## src/rtl/mem_bist_ctrl_pkg.sv

```systemverilog
// Shared sizing and FSM encoding for the memory BIST sequencer.
// DEPTH/WIDTH default to 16 unless the build already defines `DEPTH/`WIDTH.
`ifndef DEPTH
`define DEPTH 16
`endif
`ifndef WIDTH
`define WIDTH 16
`endif

package mem_bist_ctrl_pkg;

  localparam int DEPTH  = `DEPTH;
  localparam int WIDTH  = `WIDTH;
  localparam int ADDR_W = $clog2(DEPTH);

  typedef enum logic [2:0] {
    ST_IDLE    = 3'd0,
    ST_WR_ASC  = 3'd1,
    ST_RD_ASC  = 3'd2,
    ST_WR_DESC = 3'd3,
    ST_RD_DESC = 3'd4,
    ST_DRAIN   = 3'd5,
    ST_DONE    = 3'd6
  } bist_state_e;

  function automatic logic is_busy(bist_state_e s);
    return (s != ST_IDLE) && (s != ST_DONE);
  endfunction

endpackage

```

## src/rtl/mem_bist_cmp.sv

```systemverilog
// Read-compare pipeline: registered expected word, chk flag, saturating error counter.
// Optional first-fail capture when BIST_FAIL_CAPTURE_EN is defined.
module mem_bist_cmp
  import mem_bist_ctrl_pkg::*;
#(
  parameter int ADDR_WIDTH = ADDR_W,
  parameter int ERR_W      = 8
) (
  input  logic                  clk,
  input  logic                  rst,
  input  logic                  clear,
  input  logic                  rd_issue,
  input  logic [WIDTH-1:0]      exp_word,
`ifdef BIST_FAIL_CAPTURE_EN
  input  logic [ADDR_WIDTH-1:0] rd_addr,
  output logic [ADDR_WIDTH-1:0] fail_addr,
  output logic [WIDTH-1:0]      fail_data,
`endif
  input  logic [WIDTH-1:0]      rdata,
  input  logic                  ready,
  output logic [ERR_W-1:0]      err_cnt
);

  logic             chk;
  logic [WIDTH-1:0] exp_word_q;
  logic             mismatch;

  // A missing ready on a pending compare is a protocol fault and counts as one error.
  assign mismatch = chk && (!ready || (rdata != exp_word_q));

  always_ff @(posedge clk) begin
    if (rst || clear) begin
      chk        <= 1'b0;
      exp_word_q <= '0;
    end else begin
      chk        <= rd_issue;
      exp_word_q <= rd_issue ? exp_word : '0;
    end
  end

  always_ff @(posedge clk) begin
    if (rst || clear) begin
      err_cnt <= '0;
    end else if (mismatch && (err_cnt != {ERR_W{1'b1}})) begin
      err_cnt <= err_cnt + 1'b1;
    end
  end

`ifdef BIST_FAIL_CAPTURE_EN
  logic [ADDR_WIDTH-1:0] chk_addr;

  // err_cnt==0 marks the first mismatch since the last start.
  always_ff @(posedge clk) begin
    if (rst || clear) begin
      chk_addr  <= '0;
      fail_addr <= '0;
      fail_data <= '0;
    end else begin
      chk_addr <= rd_issue ? rd_addr : '0;
      if (mismatch && (err_cnt == '0)) begin
        fail_addr <= chk_addr;
        fail_data <= rdata;
      end
    end
  end
`endif

endmodule

```

## src/rtl/mem_bist_ctrl.sv

```systemverilog
// Four-phase march BIST sequencer driving a single-port memory request interface.
// Define BIST_FAIL_CAPTURE_EN to add fail_addr_o/fail_data_o first-mismatch capture.
module mem_bist_ctrl
  import mem_bist_ctrl_pkg::*;
#(
  parameter int               ADDR_WIDTH = ADDR_W,
  parameter logic [WIDTH-1:0] PATTERN    = 16'hA5A5,
  parameter int               ERR_W      = 8
) (
  input  logic                  clk,
  input  logic                  rst,
  input  logic                  start_i,
  output logic                  busy_o,
  output logic                  done_o,
  output logic                  pass_o,
  output logic [ERR_W-1:0]      err_cnt_o,
  output logic                  mem_valid_o,
  output logic                  mem_w_r_o,
  output logic [ADDR_WIDTH-1:0] mem_addr_o,
  output logic [WIDTH-1:0]      mem_wdata_o,
  input  logic [WIDTH-1:0]      mem_rdata_i,
  input  logic                  mem_ready_i,
`ifdef BIST_FAIL_CAPTURE_EN
  output logic [ADDR_WIDTH-1:0] fail_addr_o,
  output logic [WIDTH-1:0]      fail_data_o,
`endif
  output bist_state_e           state_o
);

  // Handshake: a request is issued in every cycle mem_valid_o=1; the memory
  // answers with mem_ready_i (and mem_rdata_i for reads) exactly one cycle later.

  localparam logic [ADDR_WIDTH-1:0] LAST_ADDR = ADDR_WIDTH'(DEPTH - 1);

  bist_state_e           state, state_n;
  logic [ADDR_WIDTH-1:0] addr, addr_n;
  logic                  start_ok;
  logic [WIDTH-1:0]      exp_word;

  always_ff @(posedge clk) begin
    if (rst) begin
      state <= ST_IDLE;
      addr  <= '0;
    end else begin
      state <= state_n;
      addr  <= addr_n;
    end
  end

  always_comb begin
    state_n     = state;
    addr_n      = addr;
    start_ok    = 1'b0;
    mem_valid_o = 1'b0;
    mem_w_r_o   = 1'b0;
    mem_wdata_o = '0;
    exp_word    = '0;
    case (state)
      ST_IDLE, ST_DONE: begin
        if (start_i) begin
          start_ok = 1'b1;
          state_n  = ST_WR_ASC;
          addr_n   = '0;
        end
      end
      ST_WR_ASC: begin
        mem_valid_o = 1'b1;
        mem_w_r_o   = 1'b1;
        mem_wdata_o = PATTERN;
        if (addr == LAST_ADDR) begin
          state_n = ST_RD_ASC;
          addr_n  = '0;
        end else begin
          addr_n = addr + 1'b1;
        end
      end
      ST_RD_ASC: begin
        mem_valid_o = 1'b1;
        exp_word    = PATTERN;
        if (addr == LAST_ADDR) begin
          state_n = ST_WR_DESC;
          addr_n  = LAST_ADDR;
        end else begin
          addr_n = addr + 1'b1;
        end
      end
      ST_WR_DESC: begin
        mem_valid_o = 1'b1;
        mem_w_r_o   = 1'b1;
        mem_wdata_o = ~PATTERN;
        if (addr == '0) begin
          state_n = ST_RD_DESC;
          addr_n  = LAST_ADDR;
        end else begin
          addr_n = addr - 1'b1;
        end
      end
      ST_RD_DESC: begin
        mem_valid_o = 1'b1;
        exp_word    = ~PATTERN;
        if (addr == '0) begin
          state_n = ST_DRAIN;
          addr_n  = '0;
        end else begin
          addr_n = addr - 1'b1;
        end
      end
      // One idle cycle so the last read's compare lands before DONE.
      ST_DRAIN: state_n = ST_DONE;
      default:  state_n = ST_IDLE;
    endcase
  end

  assign mem_addr_o = addr;
  assign busy_o     = is_busy(state);
  assign done_o     = (state == ST_DONE);
  assign pass_o     = done_o && (err_cnt_o == '0);
  assign state_o    = state;

  mem_bist_cmp #(
    .ADDR_WIDTH (ADDR_WIDTH),
    .ERR_W      (ERR_W)
  ) u_cmp (
    .clk       (clk),
    .rst       (rst),
    .clear     (start_ok),
    .rd_issue  (mem_valid_o && !mem_w_r_o),
    .exp_word  (exp_word),
`ifdef BIST_FAIL_CAPTURE_EN
    .rd_addr   (addr),
    .fail_addr (fail_addr_o),
    .fail_data (fail_data_o),
`endif
    .rdata     (mem_rdata_i),
    .ready     (mem_ready_i),
    .err_cnt   (err_cnt_o)
  );

endmodule
```

## config.mk

```make
export PLATFORM = sky130hd
export DESIGN_NAME = mem_bist_ctrl
export DESIGN_NICKNAME = d
export VERILOG_FILES = /design/src/rtl/mem_bist_ctrl_pkg.sv /design/src/rtl/mem_bist_cmp.sv /design/src/rtl/mem_bist_ctrl.sv
export SDC_FILE = /design/constraint.sdc
export NUM_CORES = 1
export LEC_CHECK = 0
export CAP_MARGIN = 5
export CORE_UTILIZATION = 39
export CTS_CLUSTER_DIAMETER = 200
export DETAILED_ROUTE_END_ITERATION = 12
export GPL_TIMING_DRIVEN = 0
export PLACE_DENSITY_LB_ADDON = 0.25
export RECOVER_POWER = 25
export SLEW_MARGIN = 10
export SYNTH_ARGS = -nofsm -noshare
export SYNTH_HDL_FRONTEND = slang
export SYNTH_SLANG_ARGS = --single-unit
```

## constraint.sdc

```tcl
create_clock -name clk -period 4.81 [get_ports clk]
set_clock_uncertainty 0.05 [all_clocks]
set_input_delay 0.962 -clock clk [delete_from_list [all_inputs] [get_ports clk]]
set_output_delay 0.962 -clock clk [all_outputs]
set_load 0.01 [all_outputs]
```

==> summary.md, run 1 <==
| Metric | Value |
|---|---|
| P per Cell Area | `161.3 mW/mm^2` |
| Final Core Density | `between 50% and 60%` |
| Min cycle time layout | `roughly 3.3 ns` |
| Area contributors post-synth | `dfxtp_1, buf_4, a21oi_1, ha_1, nand2_1` |
| Share of layout cells above drive strength 1 | `a little under an eighth` |
| Crit path DAT | `roughly 2.3 ns` |
| Syn Std Cell Area | `around 0.0015 sq mm` |
| Async S/R FF share, synth | `0%` |
| CTS sink cnt | `18` |
| CTS clk-pin slew, worst paths | `approximately 0.070 ns` |
| Simple-gate share of the synthesized area | `between 30% and 40%` |
| Post-synthesis xor/xnor area fraction | `1.144%` |
| Static leakage | `approximately 0.8 nW` |
| Synth cell count leaders | `a21oi_1, dfxtp_1, nand2_1` |
| Syn_nets | `about 240` |
| Largest family of logic cells by synthesized area | `simple AND/OR/NAND/NOR gates` |
| Max Slew Vio Count | `0` |
| Top FF cell, synth | `dfxtp_1` |
| CTS buffer count | `3` |
| Placed Area | `roughly 0.0021 sq mm` |
| Pre-Repair DR Iteration Count | `4` |
| Row count | `22` |
| Flop and latch count out of synthesis | `18` |
| Htree depth | `1` |
| Status | `finished, final reports clean` |
| CTS resizes | `0` |
| Max Fanout on Critical Path | `10` |
| Area leader, netlist | `dfxtp_1` |
| Synth Warn # | `0` |
| Vias in the first global route | `roughly 1500` |
| EDFF count, synth | `0` |
| # IOs | `56` |
| Final Hold Fails | `0` |
| Fmax | `about 0.31 GHz` |
| Setup WS post-layout | `between 1.5 and 2 ns` |
| Initial Utilization | `between 40 and 50%` |
| Worst-margin pin slew | `between 0.5 and 0.6 ns` |
| Die W | `between 60 and 70 microns` |
| Seq/Total Area, Yosys | `around a quarter` |
| Tot GR Track Use | `18.74%` |
| CP Data Required Time | `3.80 ns` |
| Avg Inst Size Synth | `~7.3 sq um` |
| Total gr overflow | `0` |
| Post-CTS setup buffer count | `0` |
| Largest net degree at the start of global routing | `11` |
| DR iter-0 viols | `120` |
| Multiplexer area fraction after synthesis | `about 1.4%` |
| Most frequent cell after synthesis | `a21oi_1` |
| # diodes | `0` |
| Final WL | `between 3000 and 4000 microns` |
| First-pass GRT wire length | `between 6000 and 7000 microns` |
| Global placer's final weighted congestion | `0.8810` |
| Synth Instances | `approximately 210` |
| Maxcap violations | `0` |
| CTS root buf | `clkbuf_8` |
| Antenna-violating nets left | `0` |
| Setup TNS | `0 ns` |
| Slew headroom | `a little over three fifths` |
| Routed vias | `1684` |
| DPL Wire Length | `2974 microns` |
| HP Class | `reg -> reg` |
| Post-route cell area | `between 0.002 and 0.0025 sq mm` |
| Drt wl/cell | `12.45 microns` |
| Clock buffer depth | `2` |
| DIE AREA | `about 0.0042 sq mm` |
| VDD IR-drop max | `a little under 0.09 mV` |
| Hold-fix buffers, CTS | `0` |
| Startpoint types | `flop` |
| Clk_lat worst skew | `around 0.26 ns` |
| Filler cells | `~360` |
| DRC | `0` |
| Initial antenna violation count | `0` |
| Critical path class | `reg -> out` |
| Average vias per placed instance | `roughly 5.3` |
| Setup repair after global routing missed its margin | `false` |
| Distinct cells, synth | `47` |
| I/O Buffers | `54` |
| Placed insts | `311` |
| Final nets | `just under 300` |
| Core area | `0.003716 sq mm` |
| Pre-CTS setup slack | `~1.8 ns` |
| Fin crit share | `67.99%` |
| Area grow syn2layout | `42.48%` |
| Post-synthesis adder-cell area fraction | `5.719%` |
| Fin cells | `315` |
| Final setup fails | `0` |
| Chip height | `roughly 65 microns` |
| TritonCTS clock tree | `built` |
| Top cell type's share of synthesized area | `between 20% and 30%` |
| Critical Path End Type | `output port` |
| Synth Area in Compound Gates | `between 20% and 30%` |
==> routing by layer <==
| metal | GRT usage [%] | part of all wire [%] | up-vias |
|---|---|---|---|
| met2 | 29.34 | 43 | 44 |
| met5 | 0 | 0 | - |
| met1 | 27.02 | 52 | 755 |
| met4 | 4.722 | 0.76 | 0 |
| met3 | 2.113 | 4.0 | 4 |
| li1 | - | - | 881 |
==> layout make-up <==
cell class	instances	area, sq um	area share [%]
timing repair buffer	54	540.5	24.77
inverter	12	45.04	2.064
sequential	18	360.3	16.51
clock buffer	4	55.05	2.523
buffer	25	160.2	7.339
tap	48	60.06	2.752
multi-input combinational	154	960.9	44.04
==> state kept, by name, summed over array words and instances, names as in the netlist <==
signal and flops:
mem_addr_o 4, state_o 3, u_cmp.chk 1, u_cmp.err_cnt 8
u_cmp.exp_word_q 2
==> metrics by stage <==
step / power (mW) / hold WS (ns)
after floorplan: 0.1922 / 0.4844
after global placement: 0.2302 / 0.4708
after detailed placement: 0.2309 / 0.4887
after CTS: 0.3560 / 0.4980
after global routing: 0.3713 / 0.5425
final: 0.3520 / 0.4946
==> power breakdown <==
group | switching (mW) | total [mW] | internal (mW)
Combinational | 0.0333 | 0.0756 | 0.0423
Sequential | 0.00135 | 0.152 | 0.150
Clock | 0.0519 | 0.125 | 0.0728
==> logic make-up (layout without fill, tap and decap cells) <==
family | after synthesis | count (layout)
xor+xnor | 2 | 2
mux | 2 | 2
fa+ha+maj | 7 | 7
simple gates | 85 | 85
compound gates | 58 | 58
buf+inv | 37 | 95
flops | 18 | 18
==> cells in the final DEF (no fill, tap or decap), types with 2 or more instances in the layout <==
cell,instances
nor3b_1,3
nor4b_1,2
buf_2,8
o31ai_1,3
or3_2,2
nand2b_1,4
nand3b_1,3
a211oi_1,3
or4_1,2
clkbuf_1,2
o21a_1,2
a31oi_1,3
nand3_1,9
ha_1,7
or3_1,7
o21ai_0,12
o211ai_1,3
xnor2_1,2
a21oi_1,20
buf_4,15
nor3_1,7
dlygate4sd3_1,8
o22ai_1,3
nand2_1,18
inv_1,11
nand4_1,6
o22a_1,2
nor4_1,6
nor2_1,10
clkbuf_8,4
dfxtp_1,18
clkdlybuf4s50_1,46
==> worst max-delay path, cell delays in order (launching register included) <==
cell and delay (ns):
dfxtp_1 0.35, buf_2 0.21, buf_2 0.25, nand2_1 0.11, nor2_1 0.37, buf_4 0.18, clkdlybuf4s50_1 0.52
==> worst paths after layout <==
check	from	endpoint	slack, ns	depth (start not counted)
setup / recovery	state_o[0]	mem_wdata_o[10]	1.54	6
hold / removal	u_cmp.err_cnt[1]	u_cmp.err_cnt[1]	0.49	2
setup reg to reg	mem_addr_o[0]	state_o[0]	2.74	7
hold reg to reg	u_cmp.err_cnt[1]	u_cmp.err_cnt[1]	0.49	2
No activity file was read; power rests on OpenSTA's default activity.
==> run 2: changes to the inputs <==
Clock period 4.81 ns to 2.9 ns, I/O delays scaled along.
==> run 2 against run 1 <==
Combinational power is 67% higher. Register-to-register slack got worse by 2.0 ns. Worst setup slack got worse by 1.4 ns. Critical path depth unchanged. Clock-buffer cell count unchanged. Sequential share of layout area is 0.25 points lower. Power increased by 66%. Core utilization grew 0.91 points. Hold slack got worse by 0.0013 ns. First-iteration DRC count grew 2.5%. Via count rose by 1.2%. Global-route usage is the same. Largest power group unchanged.
==> summary.md, run 2 (synthesized netlist as in run 1, its figures left out) <==
| Metric | Value |
|---|---|
| Status | `finished, final reports clean (unchanged)` |
| HP Class | `reg -> reg (unchanged)` |
| CTS root buf | `clkbuf_8 (unchanged)` |
| Initial antenna violation count | `0 (unchanged)` |
| Top delay family on crit path | `buffers and inverters (unchanged)` |
| Antenna-violating nets left | `0 (unchanged)` |
| Global placer's final weighted congestion | `0.8810 (unchanged)` |
| VDD IR-drop max | `0.1450 mV (was 0.08718 mV)` |
| # diodes | `0 (unchanged)` |
| Htree depth | `1 (unchanged)` |
| CP bufs+invs | `4 (unchanged)` |
| CTS sink cnt | `18 (unchanged)` |
| Startpoint types | `flop (unchanged)` |
| I/O Buffers | `54 (unchanged)` |
| # IOs | `56 (unchanged)` |
| Setup TNS | `0 ns (unchanged)` |
| Initial Utilization | `41.21% (unchanged)` |
| Average vias per placed instance | `5.362 (was 5.346)` |
| Clock buffer depth | `2 (unchanged)` |
| Setup repair after global routing missed its margin | `false (unchanged)` |
| Fin cells | `318 (was 315)` |
| Share of layout cells above drive strength 1 | `14.07% (was 11.99%)` |
| CP Data Required Time | `2.27 ns (was 3.80 ns)` |
| Final Core Density | `59.63% (was 58.72%)` |
| Final nets | `298 (was 295)` |
| First-pass GRT wire length | `6368 microns (unchanged)` |
| DIE AREA | `0.004182 sq mm (unchanged)` |
| Hold-fix buffers, CTS | `0 (unchanged)` |
| Tot GR Track Use | `18.74% (unchanged)` |
| Final WL | `3963 microns (was 3923 microns)` |
| Largest net degree at the start of global routing | `11 (unchanged)` |
| Vias in the first global route | `1457 (unchanged)` |
| R2R Setup Slk | `0.74 ns (was 2.74 ns)` |
| Worst-margin pin slew | `0.5783 ns (was 0.5530 ns)` |
| Row count | `22 (unchanged)` |
| Slew headroom | `61.12% (was 62.82%)` |
| Most common cell on crit path | `buf_2 (unchanged)` |
| DR iter-0 viols | `123 (was 120)` |
| Placed insts | `311 (unchanged)` |
| Clk_lat worst skew | `0.25 ns (was 0.26 ns)` |
| CTS buffer count | `3 (unchanged)` |
| Final setup fails | `0 (unchanged)` |
| Chip height | `64.67 microns (unchanged)` |
| Fin crit share | `about 95%` |
| Max incr delay on CP | `0.52 ns (about the same)` |
| Pwr Total | `583.7 uW (was 352.0 uW)` |
| CTS clk-pin slew, worst paths | `0.07 ns (about the same)` |
| DRC | `0 (unchanged)` |
| Critical path class | `reg -> out (unchanged)` |
| Crit-path cells | `buf_2 > buf_2 > nand2_1 > nor2_2 > buf_4 > clkdlybuf4s50_1 (was buf_2 > buf_2 > nand2_1 > nor2_1 > buf_4 > clkdlybuf4s50_1)` |
| Max Fanout on Critical Path | `10 (unchanged)` |
| Max FFs per register | `8 (unchanged)` |
| Commonest non-fill, non-tap cell in the layout | `clkdlybuf4s50_1 (unchanged)` |
| R2R depth | `9 (was 7)` |
| Die W | `64.67 microns (unchanged)` |
| Core area | `0.003716 sq mm (unchanged)` |
| Most frequent cells in the layout | `clkdlybuf4s50_1, a21oi_1, nand2_1, buf_4, dfxtp_1 (was clkdlybuf4s50_1, a21oi_1, nand2_1, dfxtp_1, buf_4)` |
| P per Cell Area | `263.4 mW/mm^2 (was 161.3 mW/mm^2)` |
| Final Hold Fails | `0 (unchanged)` |
| Static leakage | `0.8360 nW (was 0.8129 nW)` |
| Critical-path top delay cell | `clkdlybuf4s50_1 (unchanged)` |
| Top reg by flops | `u_cmp.err_cnt (unchanged)` |
| Min cycle time layout | `~2.8 ns` |
| Crit path DAT | `2.12 ns (was 2.26 ns)` |
| RR Endpoint | `mem_addr_o[2] (was state_o[0])` |
| Drt wl/cell | `12.46 microns (was 12.45 microns)` |
| TritonCTS clock tree | `built (unchanged)` |
| Pre-Repair DR Iteration Count | `4 (unchanged)` |
| Routed vias | `1705 (was 1684)` |
| Max Slew Vio Count | `0 (unchanged)` |
| Worst hold path startpoint | `u_cmp.err_cnt[7] (was u_cmp.err_cnt[1])` |
| Hold EP | `u_cmp.err_cnt[7] (was u_cmp.err_cnt[1])` |
| Fmax | `0.3633 GHz` |
| Crit Reg-Reg Startpoint | `state_o[2] (was mem_addr_o[0])` |
| DPL Wire Length | `2974 microns (unchanged)` |
| Critical Path End Type | `output port (unchanged)` |
| Total gr overflow | `0 (unchanged)` |
| Maxcap violations | `0 (unchanged)` |
| Area grow syn2layout | `44.69% (was 42.48%)` |
| Hold path depth | `2 (unchanged)` |
| Final hold slack | `0.4934 ns (was 0.4946 ns)` |
==> run 2: cell count changes in the layout (fill, tap and decap cells not counted), sizes merged <==
cell | before | now
dlygate4sd3 | 8 | 11
buf | 23 | 27
clkinv | 1 | 0
clkinvlp | 0 | 1
clkdlybuf4s50 | 46 | 43
clkbuf | 6 | 5
==> run 2: area by class of cell <==
type                       instances  area (sq um)
inverter                          12         48.80
timing repair buffer              57         563.0
tap                               48         60.06
sequential                        18         360.3
clock buffer                       4         55.05
fill                             361          1500
buffer                            25         160.2
multi-input combinational        154         968.4
==> run 2: worst max path at each step <==
stage,from,to,cells past startpoint
floorplan,state_o[0],mem_wdata_o[10],5
global placement,state_o[0],mem_wdata_o[10],6
detailed placement,state_o[0],mem_wdata_o[2],6
CTS,state_o[2],pass_o,6
global route,state_o[0],mem_wdata_o[15],6
finish,state_o[0],mem_wdata_o[10],6
==> run 2: stage by stage <==
| step | cell area (sq um) | worst slack [ns] |
|---|---|---|
| detailed placement | 2132 | 0.2825 |
| finish | 2216 | 0.1477 |
| CTS | 2190 | 0.1224 |
| global route | 2216 | 0.006785 |
| floorplan | 1531 | 0.8220 |
| global placement | 2132 | 0.2996 |
==> run 2: power breakdown <==
part / switching, mW / leakage, nW / total, mW / internal (mW)
Clock: 0.0854 / 0.0288 / 0.206 / 0.121
Sequential: 0.00221 / 0.145 / 0.252 / 0.249
Combinational: 0.0558 / 0.662 / 0.126 / 0.0701
Total: 0.143 / 0.836 / 0.584 / 0.440
==> run 2: what timing repair did <==
item | 4_1_cts | 5_1_grt
gates resized for setup | 1 | 1
setup buffers | 0 | 3
gates cloned | 0 | 0
endpoints found under the setup margin | 6 | 2
==> run 2: per-layer routing <==
metal | part of all wire [%] | GRT usage [%] | wire length [microns] | vias to the layer above
met3 | 5.0 | 2.113 | 200 | 4
met1 | 50 | 27.02 | 1975 | 759
met5 | 0 | 0 | 0 | -
met4 | 0.76 | 4.722 | 30 | 0
li1 | - | - | - | 889
met2 | 44 | 29.34 | 1757 | 53
==> run 2: worst register-to-register path, stage by stage (launching register included) <==
cell        delay [ns]
dfxtp_1           0.33
buf_2             0.19
clkinvlp_4        0.10
buf_4             0.12
buf_4             0.11
ha_1              0.16
nor2_1            0.06
o31ai_1           0.52
o31ai_1           0.17
a211oi_1          0.27
==> run 3: changes to the inputs <==
Settings changed: CAP_MARGIN 5 to 20.
==> results of run 3 <==
No change in the layout: final DEF, timing and power equal those of run 2.
